### src/rtl/pixel_instr_sequencer.sv
// Issues a fixed per-pixel RGB-averaging program into fetch/decode.
// Optional stall cycle counter: define SEQ_STALL_CNT_EN.
module pixel_instr_sequencer #(
  parameter int PIXELS   = 76800,
  parameter int ADDR_W   = 17,
  parameter int LOAD_GAP = 2
) (
  input  logic              clk,
  input  logic              reset,
  input  logic              start_i,
  input  logic              stall_i,
  output logic [31:0]       instr_o,
  output logic              instr_valid_o,
  output logic              busy_o,
  output logic              done_o,
  output logic [ADDR_W-1:0] pixel_cnt_o
`ifdef SEQ_STALL_CNT_EN
  ,
  output logic [31:0]       stall_cnt_o
`endif
);

  // The memory opcode already carries the immediate-offset bit.
  localparam logic [1:0] OPDATA   = 2'b10;
  localparam logic [1:0] OPMEMORY = 2'b01;
  localparam logic [1:0] OPIMM    = 2'b01;
  localparam logic [3:0] FNOP     = 4'h0;
  localparam logic [3:0] FLOAD    = 4'h1;
  localparam logic [3:0] FSUB     = 4'h2;
  localparam logic [3:0] FSTR_ONE = 4'h3;
  localparam logic [3:0] FADD     = 4'h4;
  localparam logic [3:0] FAVERAGE = 4'h8;

`ifdef SEQ_STALL_CNT_EN
  localparam logic ADD_S = 1'b1;
`else
  localparam logic ADD_S = 1'b0;
`endif

  localparam logic [3:0]        STEP_AVG1 = 4'(3 + LOAD_GAP);
  localparam logic [3:0]        STEP_AVG2 = 4'(4 + LOAD_GAP);
  localparam logic [3:0]        STEP_STR  = 4'(5 + LOAD_GAP);
  localparam logic [3:0]        STEP_LAST = 4'(6 + LOAD_GAP);
  localparam logic [ADDR_W-1:0] PIX_LAST  = ADDR_W'(PIXELS);

  function automatic logic [31:0] enc(input logic [1:0] op, input logic [3:0] cmd,
                                      input logic s, input logic [3:0] rn,
                                      input logic [3:0] rd, input logic [11:0] src2);
    return {4'hE, op, 1'b0, cmd, s, rn, rd, src2};
  endfunction

  localparam logic [31:0] NOP_WORD = enc(OPDATA, FNOP, 1'b0, 4'd0, 4'd0, 12'd0);

  function automatic logic [31:0] init_word(input logic second);
    return second ? enc(OPDATA, FSUB, 1'b0, 4'd5, 4'd5, 12'd5)
                  : enc(OPDATA, FSUB, 1'b0, 4'd0, 4'd0, 12'd0);
  endfunction

  // Steps between the third load and the first AVERAGE fall through to NOP_WORD.
  function automatic logic [31:0] pix_word(input logic [3:0] step);
    logic [31:0] w;
    w = NOP_WORD;
    if (step == 4'd0)           w = enc(OPMEMORY, FLOAD, 1'b0, 4'd0, 4'd1, 12'd0);
    else if (step == 4'd1)      w = enc(OPMEMORY, FLOAD, 1'b0, 4'd0, 4'd2, 12'd1);
    else if (step == 4'd2)      w = enc(OPMEMORY, FLOAD, 1'b0, 4'd0, 4'd3, 12'd2);
    else if (step == STEP_AVG1) w = enc(OPDATA, FAVERAGE, 1'b0, 4'd1, 4'd4, 12'd2);
    else if (step == STEP_AVG2) w = enc(OPDATA, FAVERAGE, 1'b0, 4'd4, 4'd4, 12'd3);
    else if (step == STEP_STR)  w = enc(OPMEMORY, FSTR_ONE, 1'b0, 4'd5, 4'd4, 12'd0);
    else if (step == STEP_LAST) w = enc(OPDATA | OPIMM, FADD, ADD_S, 4'd0, 4'd0, 12'd3);
    return w;
  endfunction

  typedef enum logic [1:0] {IDLE, INIT, PIX, DONE} state_t;

  state_t              state_q;
  logic [3:0]          step_q;
  logic [3:0]          step_d;
  logic [ADDR_W-1:0]   pix_q;
  logic [ADDR_W-1:0]   pix_d;
  logic [31:0]         instr_q;
  logic                valid_q;
  logic                busy_q;
  logic                done_q;

  assign step_d = step_q + 4'd1;
  assign pix_d  = pix_q + 1'b1;

  always_ff @(posedge clk or posedge reset) begin
    if (reset) begin
      state_q <= IDLE;
      step_q  <= '0;
      pix_q   <= '0;
      instr_q <= NOP_WORD;
      valid_q <= 1'b0;
      busy_q  <= 1'b0;
      done_q  <= 1'b0;
    end else begin
      case (state_q)
        IDLE: begin
          done_q <= 1'b0;
          if (start_i) begin
            state_q <= INIT;
            step_q  <= '0;
            pix_q   <= '0;
            instr_q <= init_word(1'b0);
            valid_q <= 1'b1;
            busy_q  <= 1'b1;
          end
        end
        INIT: begin
          if (!stall_i) begin
            if (step_q == 4'd1) begin
              state_q <= PIX;
              step_q  <= '0;
              instr_q <= pix_word(4'd0);
            end else begin
              step_q  <= step_d;
              instr_q <= init_word(1'b1);
            end
          end
        end
        PIX: begin
          if (!stall_i) begin
            if (step_q == STEP_LAST) begin
              // Limit is compared against the incremented count, so it never wraps.
              pix_q  <= pix_d;
              step_q <= '0;
              if (pix_d == PIX_LAST) begin
                state_q <= DONE;
                instr_q <= NOP_WORD;
                valid_q <= 1'b0;
                busy_q  <= 1'b0;
                done_q  <= 1'b1;
              end else begin
                instr_q <= pix_word(4'd0);
              end
            end else begin
              step_q  <= step_d;
              instr_q <= pix_word(step_d);
            end
          end
        end
        DONE: begin
          done_q  <= 1'b0;
          state_q <= IDLE;
        end
      endcase
    end
  end

  assign instr_o       = instr_q;
  assign instr_valid_o = valid_q;
  assign busy_o        = busy_q;
  assign done_o        = done_q;
  assign pixel_cnt_o   = pix_q;

`ifdef SEQ_STALL_CNT_EN
  logic [31:0] stall_cnt_q;

  always_ff @(posedge clk or posedge reset) begin
    if (reset) begin
      stall_cnt_q <= '0;
    end else if (state_q == IDLE && start_i) begin
      stall_cnt_q <= '0;
    end else if (busy_q && stall_i && valid_q && stall_cnt_q != 32'hFFFF_FFFF) begin
      stall_cnt_q <= stall_cnt_q + 32'd1;
    end
  end

  assign stall_cnt_o = stall_cnt_q;
`endif

endmodule

### config.mk
export PLATFORM = sky130hd
export DESIGN_NAME = pixel_instr_sequencer
export DESIGN_NICKNAME = d
export VERILOG_FILES = /design/src/rtl/pixel_instr_sequencer.sv
export SDC_FILE = /design/constraint.sdc
export NUM_CORES = 1
export LEC_CHECK = 0
export CORE_AREA = 2 2 99 101
export CTS_CLUSTER_SIZE = 14
export DETAILED_ROUTE_END_ITERATION = 12
export DIE_AREA = 0 0 101 103
export PLACE_DENSITY_LB_ADDON = 0.12
export REMOVE_ABC_BUFFERS = 1
export SETUP_SLACK_MARGIN = 0.05
export SYNTH_ARGS = -nofsm -noshare
export SYNTH_HDL_FRONTEND = slang
export SYNTH_SLANG_ARGS = --single-unit
### constraint.sdc
create_clock -name clk -period 2.15 [get_ports clk]
set_input_delay 0.215 -clock clk [delete_from_list [all_inputs] [get_ports clk]]
set_output_delay 0.215 -clock clk [all_outputs]
set_load 0.01 [all_outputs]
-- Yosys cells after proc, flatten, opt, wreduce, memory -nomap -nowiden
Cells that the tools add are included.
Widths: inputs -> output; s select.
- word-level logic and storage cells: 77
- flip-flop bits (word level): 57
- bits of input ports: 4
- $add $sub $neg: 2
- eq/ne operators: 18
- mux-type cells: 40
- reductions and logical operators: 11
- operators with widths (kind ; count):
    $mux 28 ; 8
    $mux 32 ; 4
    $pmux 32 s3 ; 1
    $mux 17 ; 3
    $pmux 17 s2 ; 1
    $mux 27 ; 1
    $mux 4 ; 5
    $add 17x1->17 const B ; 1
    $eq 17x17->1 const B ; 1
    $eq 4x3->1 const B ; 3
    $mux 2 ; 6
    $ne 2x2->1 const B ; 6
    $pmux 4 s3 ; 1
    $reduce_and 4->1 ; 3
    $eq 4x1->1 const B ; 2
    $eq 4x4->1 const B ; 2
    $pmux 2 s4 ; 1
    $mux 1 ; 7
    $reduce_and 6->1 ; 1
    $reduce_and 5->1 ; 1
    $add 4x1->4 const B ; 1
    $eq 2x2->1 const B ; 2
    $eq 4x2->1 const B ; 1
    $logic_not 4->1 ; 1
    other kinds (6) ; 8

-- Logic depth before layout (Yosys ltp)
- depth in word-level cells: 12
- depth in mapped cells: 10
- depth with buffers taken out: 8

-- Least setup slack after synthesis
No wires, ideal clock.
- kind: register to register
- start: register pix_q[0] (netlist: pixel_cnt_o[0])
- end: register state_q[1]
- data required time: 2.008 ns
- path slack: -0.007 ns
- period minus slack after synthesis: 2.157 ns
- cell stages (with the launch flop): 8
- data arrival time: 2.015 ns
- library setup time: 0.142 ns
- buffers on the path: 0
- cells stage by stage: dfrtp_1 -> ha_1 -> nand3_2 -> nor3_4 -> nor4b_4 -> o2111ai_2 -> o41ai_2 -> o311ai_1
- longest elaborated chain between the ends: 4
- RTL lines (element ; line ; text):
    from (decl) ; 78 ; logic [ADDR_W-1:0] pix_q;
    from (signal assigned) ; 126 ; pix_q <= pix_d;
    $add 17x1->17 ; 86 ; assign pix_d = pix_q + 1'b1;
    $eq 17x17->1 ; 128 ; if (pix_d == PIX_LAST) begin
    $ne 2x2->1 (no source line) ; n/a ;
    $reduce_and 6->1 (no source line) ; n/a ;
    to (signal assigned) ; 90 ; state_q <= IDLE;
    to (signal assigned) ; 102 ; state_q <= INIT;
    to (signal assigned) ; 129 ; state_q <= DONE;
    to (decl) ; 75 ; state_t state_q;
No other way between the ends.
A chain may end at the register's enable or synchronous reset.

-- Worst setup path in the final report
Ends and elaborated chain as after synthesis.

==> report_table.html <==
<table>
<tr><th>Metric</th><th>Value</th></tr>
<tr><th colspan="2">Setup path</th></tr>
<tr><td>Start-to-end type of the worst setup path</td><td>register to register</td></tr>
<tr><td>Reg2Reg Capture Point</td><td>state_q[1]$_DFFE_PP0P_</td></tr>
<tr><td>Launching point of the worst reg2reg path</td><td>pixel_cnt_o[0]$_DFFE_PP0P_</td></tr>
<tr><td>Critical Path End Type</td><td>register</td></tr>
<tr><td>Critical path fanouts, max</td><td>8</td></tr>
<tr><td>Signal arrival time at the worst endpoint</td><td>roughly 2.2 ns</td></tr>
<tr><td>Worst r2r path cells</td><td>7</td></tr>
<tr><td>Slowest stage delay, CP</td><td>roughly 0.40 ns</td></tr>
<tr><td>Cell breakdown of the critical path</td><td>buf_4 -&gt; nand4_1 -&gt; nor3_4 -&gt; mux2i_1 -&gt; a32oi_2 -&gt; o41ai_2 -&gt; o311ai_1</td></tr>
<tr><td>Library cell contributing the largest single delay on the critical path</td><td>sky130_fd_sc_hd__dfrtp_1</td></tr>
<tr><td>Startpoint Class</td><td>register</td></tr>
<tr><td>Worst setup slack for register-to-register paths</td><td>0.08 ns</td></tr>
<tr><td>Critical Path RT</td><td>between 2 and 2.5 ns</td></tr>
<tr><th colspan="2">Timing</th></tr>
<tr><td>Time the final worst path needs with I/O delays and setup</td><td>approximately 2.1 ns</td></tr>
<tr><td>Worst-margin pin slew</td><td>about 0.54 ns</td></tr>
<tr><td>Number of hold-slack violations in the final timing report</td><td>0</td></tr>
<tr><td>Headroom to the max-slew limit</td><td>approximately 64%</td></tr>
<tr><td>Crit share post-route</td><td>96.07%</td></tr>
<tr><td>Max Slew Vio Count</td><td>0</td></tr>
<tr><td>Number of failing setup endpoints in the final timing report</td><td>0</td></tr>
<tr><td>Post-route setup TNS</td><td>0 ns</td></tr>
<tr><td>Unrepaired setup endpoints after global routing</td><td>true</td></tr>
<tr><td>Maximum operating frequency</td><td>484.2 MHz</td></tr>
<tr><td>Final worst clock skew</td><td>0.008987 ns</td></tr>
<tr><th colspan="2">Routing</th></tr>
<tr><td>Top routing layer in use</td><td>met4</td></tr>
<tr><td>Number of iterations in the first detailed-routing pass</td><td>4</td></tr>
<tr><td>Routed metal-1 wire length</td><td>3917 um</td></tr>
<tr><td>Number of nets with antenna violations after detailed routing</td><td>0</td></tr>
<tr><td>Wire length on met2</td><td>around 3600 um</td></tr>
<tr><td>Remaining design rule violation count</td><td>0</td></tr>
<tr><td>Final wirelength</td><td>7922 um</td></tr>
<tr><td>Average routed wire per standard cell</td><td>roughly 16 um</td></tr>
<tr><td>Routed length on met3</td><td>334 um</td></tr>
<tr><td>Count of vias placed by the detailed router</td><td>2592</td></tr>
<tr><td>Vias per inst</td><td>between 5 and 6</td></tr>
<tr><td>Number of violations reported at the end of detailed-routing iteration 0</td><td>95</td></tr>
<tr><th colspan="2">Clock network</th></tr>
<tr><td>Root buf cell</td><td>sky130_fd_sc_hd__clkbuf_8</td></tr>
<tr><td>Clock latency reported for the late side of the worst-skew pair</td><td>about 0.30 ns</td></tr>
<tr><td>Clock transition at the registers of the reported paths</td><td>about 0.09 ns</td></tr>
<tr><td>TritonCTS clock tree</td><td>built</td></tr>
<tr><td>Number of clock sinks</td><td>39</td></tr>
<tr><td>Clock buffers created by TritonCTS</td><td>5</td></tr>
<tr><td>Clock tree buffer depth</td><td>2</td></tr>
<tr><td>H-tree lvl count</td><td>2</td></tr>
<tr><th colspan="2">Floorplanning</th></tr>
<tr><td>Die width</td><td>101 um</td></tr>
<tr><td># IOs</td><td>56</td></tr>
<tr><td>Starting density of the core</td><td>between 20% and 30%</td></tr>
<tr><td>Die Ht</td><td>~100 um</td></tr>
<tr><td>Rows</td><td>36</td></tr>
<tr><td>Core box area</td><td>between 9000 and 10000 um2</td></tr>
<tr><td>Die outline area</td><td>roughly 10000 um2</td></tr>
<tr><th colspan="2">Logic synthesis</th></tr>
<tr><td>Area of the mapped netlist</td><td>2761 um2</td></tr>
<tr><td>Primary FF master, synth</td><td>sky130_fd_sc_hd__dfrtp_1</td></tr>
<tr><td>Number of synthesized flops with an enable pin</td><td>0</td></tr>
<tr><td>Synth warnings</td><td>0</td></tr>
<tr><td>Distinct cell type count of the synthesized netlist</td><td>64</td></tr>
<tr><td>Fraction of registers with async set or reset after synthesis</td><td>100.0%</td></tr>
<tr><td>Average cell area after synthesis</td><td>8.684 um2</td></tr>
<tr><td>Seq cells post-synth</td><td>39</td></tr>
<tr><td>Fraction of the yosys area taken by sequential cells</td><td>35.39%</td></tr>
<tr><td>Synth Instances</td><td>~320</td></tr>
<tr><th colspan="2">Power and ir drop</th></tr>
<tr><td>Worst ir drop on vdd</td><td>0.3970 mV</td></tr>
<tr><td>Static power due to leakage</td><td>around 0.0016 uW</td></tr>
<tr><td>Switching Fraction</td><td>between 30% and 40%</td></tr>
<tr><td>Internal power</td><td>2115 uW</td></tr>
<tr><td>Part of the total power dissipated in combinational logic</td><td>slightly above 50%</td></tr>
<tr><td>Power density relative to cell area</td><td>~920 nW/um2</td></tr>
<tr><td>P_sw</td><td>1368 uW</td></tr>
<tr><td>Part of the total power dissipated in sequential elements</td><td>between 20% and 30%</td></tr>
<tr><td>Clk network pwr share</td><td>a little over a fifth</td></tr>
<tr><th colspan="2">Placement</th></tr>
<tr><td>Total cell area at the placement stage</td><td>3430 um2</td></tr>
<tr><td>Placed cell count</td><td>about 490</td></tr>
<tr><td>Final GP Congestion</td><td>about 0.8</td></tr>
<tr><td>HPWL after detailed placement</td><td>around 5600 um</td></tr>
<tr><td>Number of buffers inserted by port buffering</td><td>37</td></tr>
<tr><th colspan="2">Global routing</th></tr>
<tr><td>Number of antenna violations at the first check in global routing</td><td>0</td></tr>
<tr><td>Largest net degree at the start of global routing</td><td>40</td></tr>
<tr><td>Overflow left after global routing</td><td>0</td></tr>
<tr><td>Global-route wire length before repair</td><td>between 10000 and 15000 um</td></tr>
<tr><td>Global-route total usage across every layer</td><td>15.26%</td></tr>
<tr><td>Via count of the first global-routing pass</td><td>between 2000 and 2500</td></tr>
<tr><th colspan="2">Cells and area</th></tr>
<tr><td>Final cell utilization of the core</td><td>between 30% and 40%</td></tr>
<tr><td>Number of standard cells in the layout, taps in and fillers out</td><td>around 500</td></tr>
<tr><td>Area grow syn2layout</td><td>36.61%</td></tr>
<tr><td>Number of diodes added for antenna fixing</td><td>0</td></tr>
<tr><td>Share of post-route cells with drive strength above 1</td><td>25.82%</td></tr>
<tr><td>Nets</td><td>approximately 410</td></tr>
<tr><td>Post-route cell area</td><td>between 3000 and 4000 um2</td></tr>
<tr><th colspan="2">Outcome</th></tr>
<tr><td>Run status</td><td>completed</td></tr>
<tr><th colspan="2">Min path</th></tr>
<tr><td>Hold Crit Class</td><td>primary input to asynchronous set/reset pin</td></tr>
<tr><th colspan="2">Run</th></tr>
<tr><td>Maximum capacitance violations</td><td>0</td></tr>
</table>
-- sequential cells by signal (all words and copies together) (netlist names) --
register	count
busy_o	1
instr_o	14
step_q	4
state_q	2
pixel_cnt_o	17
done_o	1
-- Yosys cell counts, types with 2 or more instances --
cell	n	area, um2
sky130_fd_sc_hd__a221o_1	2	20.02
sky130_fd_sc_hd__inv_1	12	45.04
sky130_fd_sc_hd__a22oi_1	2	15.01
sky130_fd_sc_hd__o311ai_1	2	17.52
sky130_fd_sc_hd__a21oi_1	13	65.06
sky130_fd_sc_hd__o22ai_1	4	25.02
sky130_fd_sc_hd__xor2_1	4	35.03
sky130_fd_sc_hd__dfrtp_1	38	950.9
sky130_fd_sc_hd__clkbuf_1	10	37.54
sky130_fd_sc_hd__ha_1	11	137.6
sky130_fd_sc_hd__or2_2	2	12.51
sky130_fd_sc_hd__nor3_1	10	50.05
sky130_fd_sc_hd__and3_1	3	18.77
sky130_fd_sc_hd__buf_2	4	20.02
sky130_fd_sc_hd__o21ai_1	4	20.02
sky130_fd_sc_hd__o21ai_0	23	115.1
sky130_fd_sc_hd__a31oi_1	4	25.02
sky130_fd_sc_hd__and4_1	3	26.28
sky130_fd_sc_hd__or3_1	2	12.51
sky130_fd_sc_hd__nor2b_1	3	18.77
sky130_fd_sc_hd__o31ai_1	6	45.04
sky130_fd_sc_hd__nand3_1	11	55.05
sky130_fd_sc_hd__nand2b_1	5	31.28
sky130_fd_sc_hd__mux2i_1	2	20.02
sky130_fd_sc_hd__a32oi_1	4	35.03
sky130_fd_sc_hd__xnor2_1	3	26.28
sky130_fd_sc_hd__conb_1	2	7.510
sky130_fd_sc_hd__nor3_4	2	32.53
sky130_fd_sc_hd__nor4_2	2	25.02
sky130_fd_sc_hd__buf_4	20	150.1
sky130_fd_sc_hd__a41o_1	2	20.02
sky130_fd_sc_hd__nand4_1	6	37.54
sky130_fd_sc_hd__a32o_1	3	30.03
sky130_fd_sc_hd__o21a_1	3	22.52
sky130_fd_sc_hd__a22o_1	3	26.28
sky130_fd_sc_hd__and2_1	3	18.77
sky130_fd_sc_hd__o41ai_1	3	26.28
sky130_fd_sc_hd__nand2_1	38	142.6
sky130_fd_sc_hd__nor2_1	19	71.32
-- critical path: cells and delay by family (launching register included) --
family | cells | cell delay, ns
and+or+nand+nor | 2 | 0.52
DFF | 1 | 0.40
AOI/OAI and AO/OA | 3 | 0.57
muxes | 1 | 0.28
buffers and inverters | 1 | 0.17
-- layer usage --
metal  global-route usage (%)  vias up
met3                    2.644        6
met5                        0        -
met1                    22.30     1249
li1                         -     1279
met2                    23.79       58
met4                    3.119        0
-- worst max path at each step --
stage                                     from                           to  cells after the start
floorplan                step_q[0]$_DFFE_PP0P_  pixel_cnt_o[11]$_DFFE_PP0P_                      7
global placement        state_q[0]$_DFFE_PP0P_        step_q[2]$_DFFE_PP0P_                      8
detailed placement  pixel_cnt_o[0]$_DFFE_PP0P_       state_q[1]$_DFFE_PP0P_                      7
CTS                 pixel_cnt_o[0]$_DFFE_PP0P_       state_q[1]$_DFFE_PP0P_                      7
global route        pixel_cnt_o[0]$_DFFE_PP0P_       state_q[1]$_DFFE_PP0P_                      7
finish              pixel_cnt_o[0]$_DFFE_PP0P_       state_q[1]$_DFFE_PP0P_                      7
-- repair_timing --
action / CTS / global route
hold buffers: 0 / 0
setup buffers: 0 / 9
pin swaps: 0 / 8
cloned: 0 / 1
endpoints found under the setup margin: 4 / 29
resized for setup: 2 / 39
-- final cells by class --
| class | instances | area [um2] |
|---|---|---|
| Inverter | 12 | 45.04 |
| Fill cell | 981 | 5687 |
| Tap cell | 114 | 142.6 |
| Clock buffer | 5 | 68.82 |
| Multi-Input combinational cell | 248 | 1709 |
| Sequential cell | 39 | 984.7 |
| Timing Repair Buffer | 88 | 754.5 |
| Clock inverter | 3 | 67.56 |
-- cell usage in the layout (no fill, tap or decap), drive strengths merged, types with 13 or more instances in the layout --
cell	n
clkdlybuf4s50	37
o21ai	27
conb	18
nor2	20
a21oi	13
buf	51
nand2	38
dfrtp	38
-- kinds of logic (layout without fill, tap and decap cells) --
kind of cell,Yosys count,in the layout,share of synthesized area (%)
AND/OR/NAND/NOR,119,119,23.97
AO/OA/AOI/OAI,91,91,23.11
buffers and inverters,47,108,9.334
flip-flops,39,39,35.39
adder cells (fa/ha/maj),11,11,4.984
XOR/XNOR,7,7,2.220
other,2,18,0.2720
multiplexers,2,2,0.7250
-- per-stage QoR --
step	power, uW	hold WS [ns]	worst slack [ns]
floorplan	1875	0.4193	-0.1694
detailed placement	2620	0.4712	0.009471
global route	3755	0.4142	-0.02984
global placement	2626	0.4614	0.07294
CTS	3422	0.3815	0.03387
finish	3483	0.3322	0.08455
-- power groups by stage --
stage	combinational [uW]	clock [uW]	sequential [uW]
4_1_cts	1720	788	917
3_5_place_dp	1690	0	930
2_1_floorplan	927	0	948
6_report	1800	760	920
5_1_grt	2000	824	934
3_3_place_gp	1700	0	929
(Power assumes the default switching activity.)
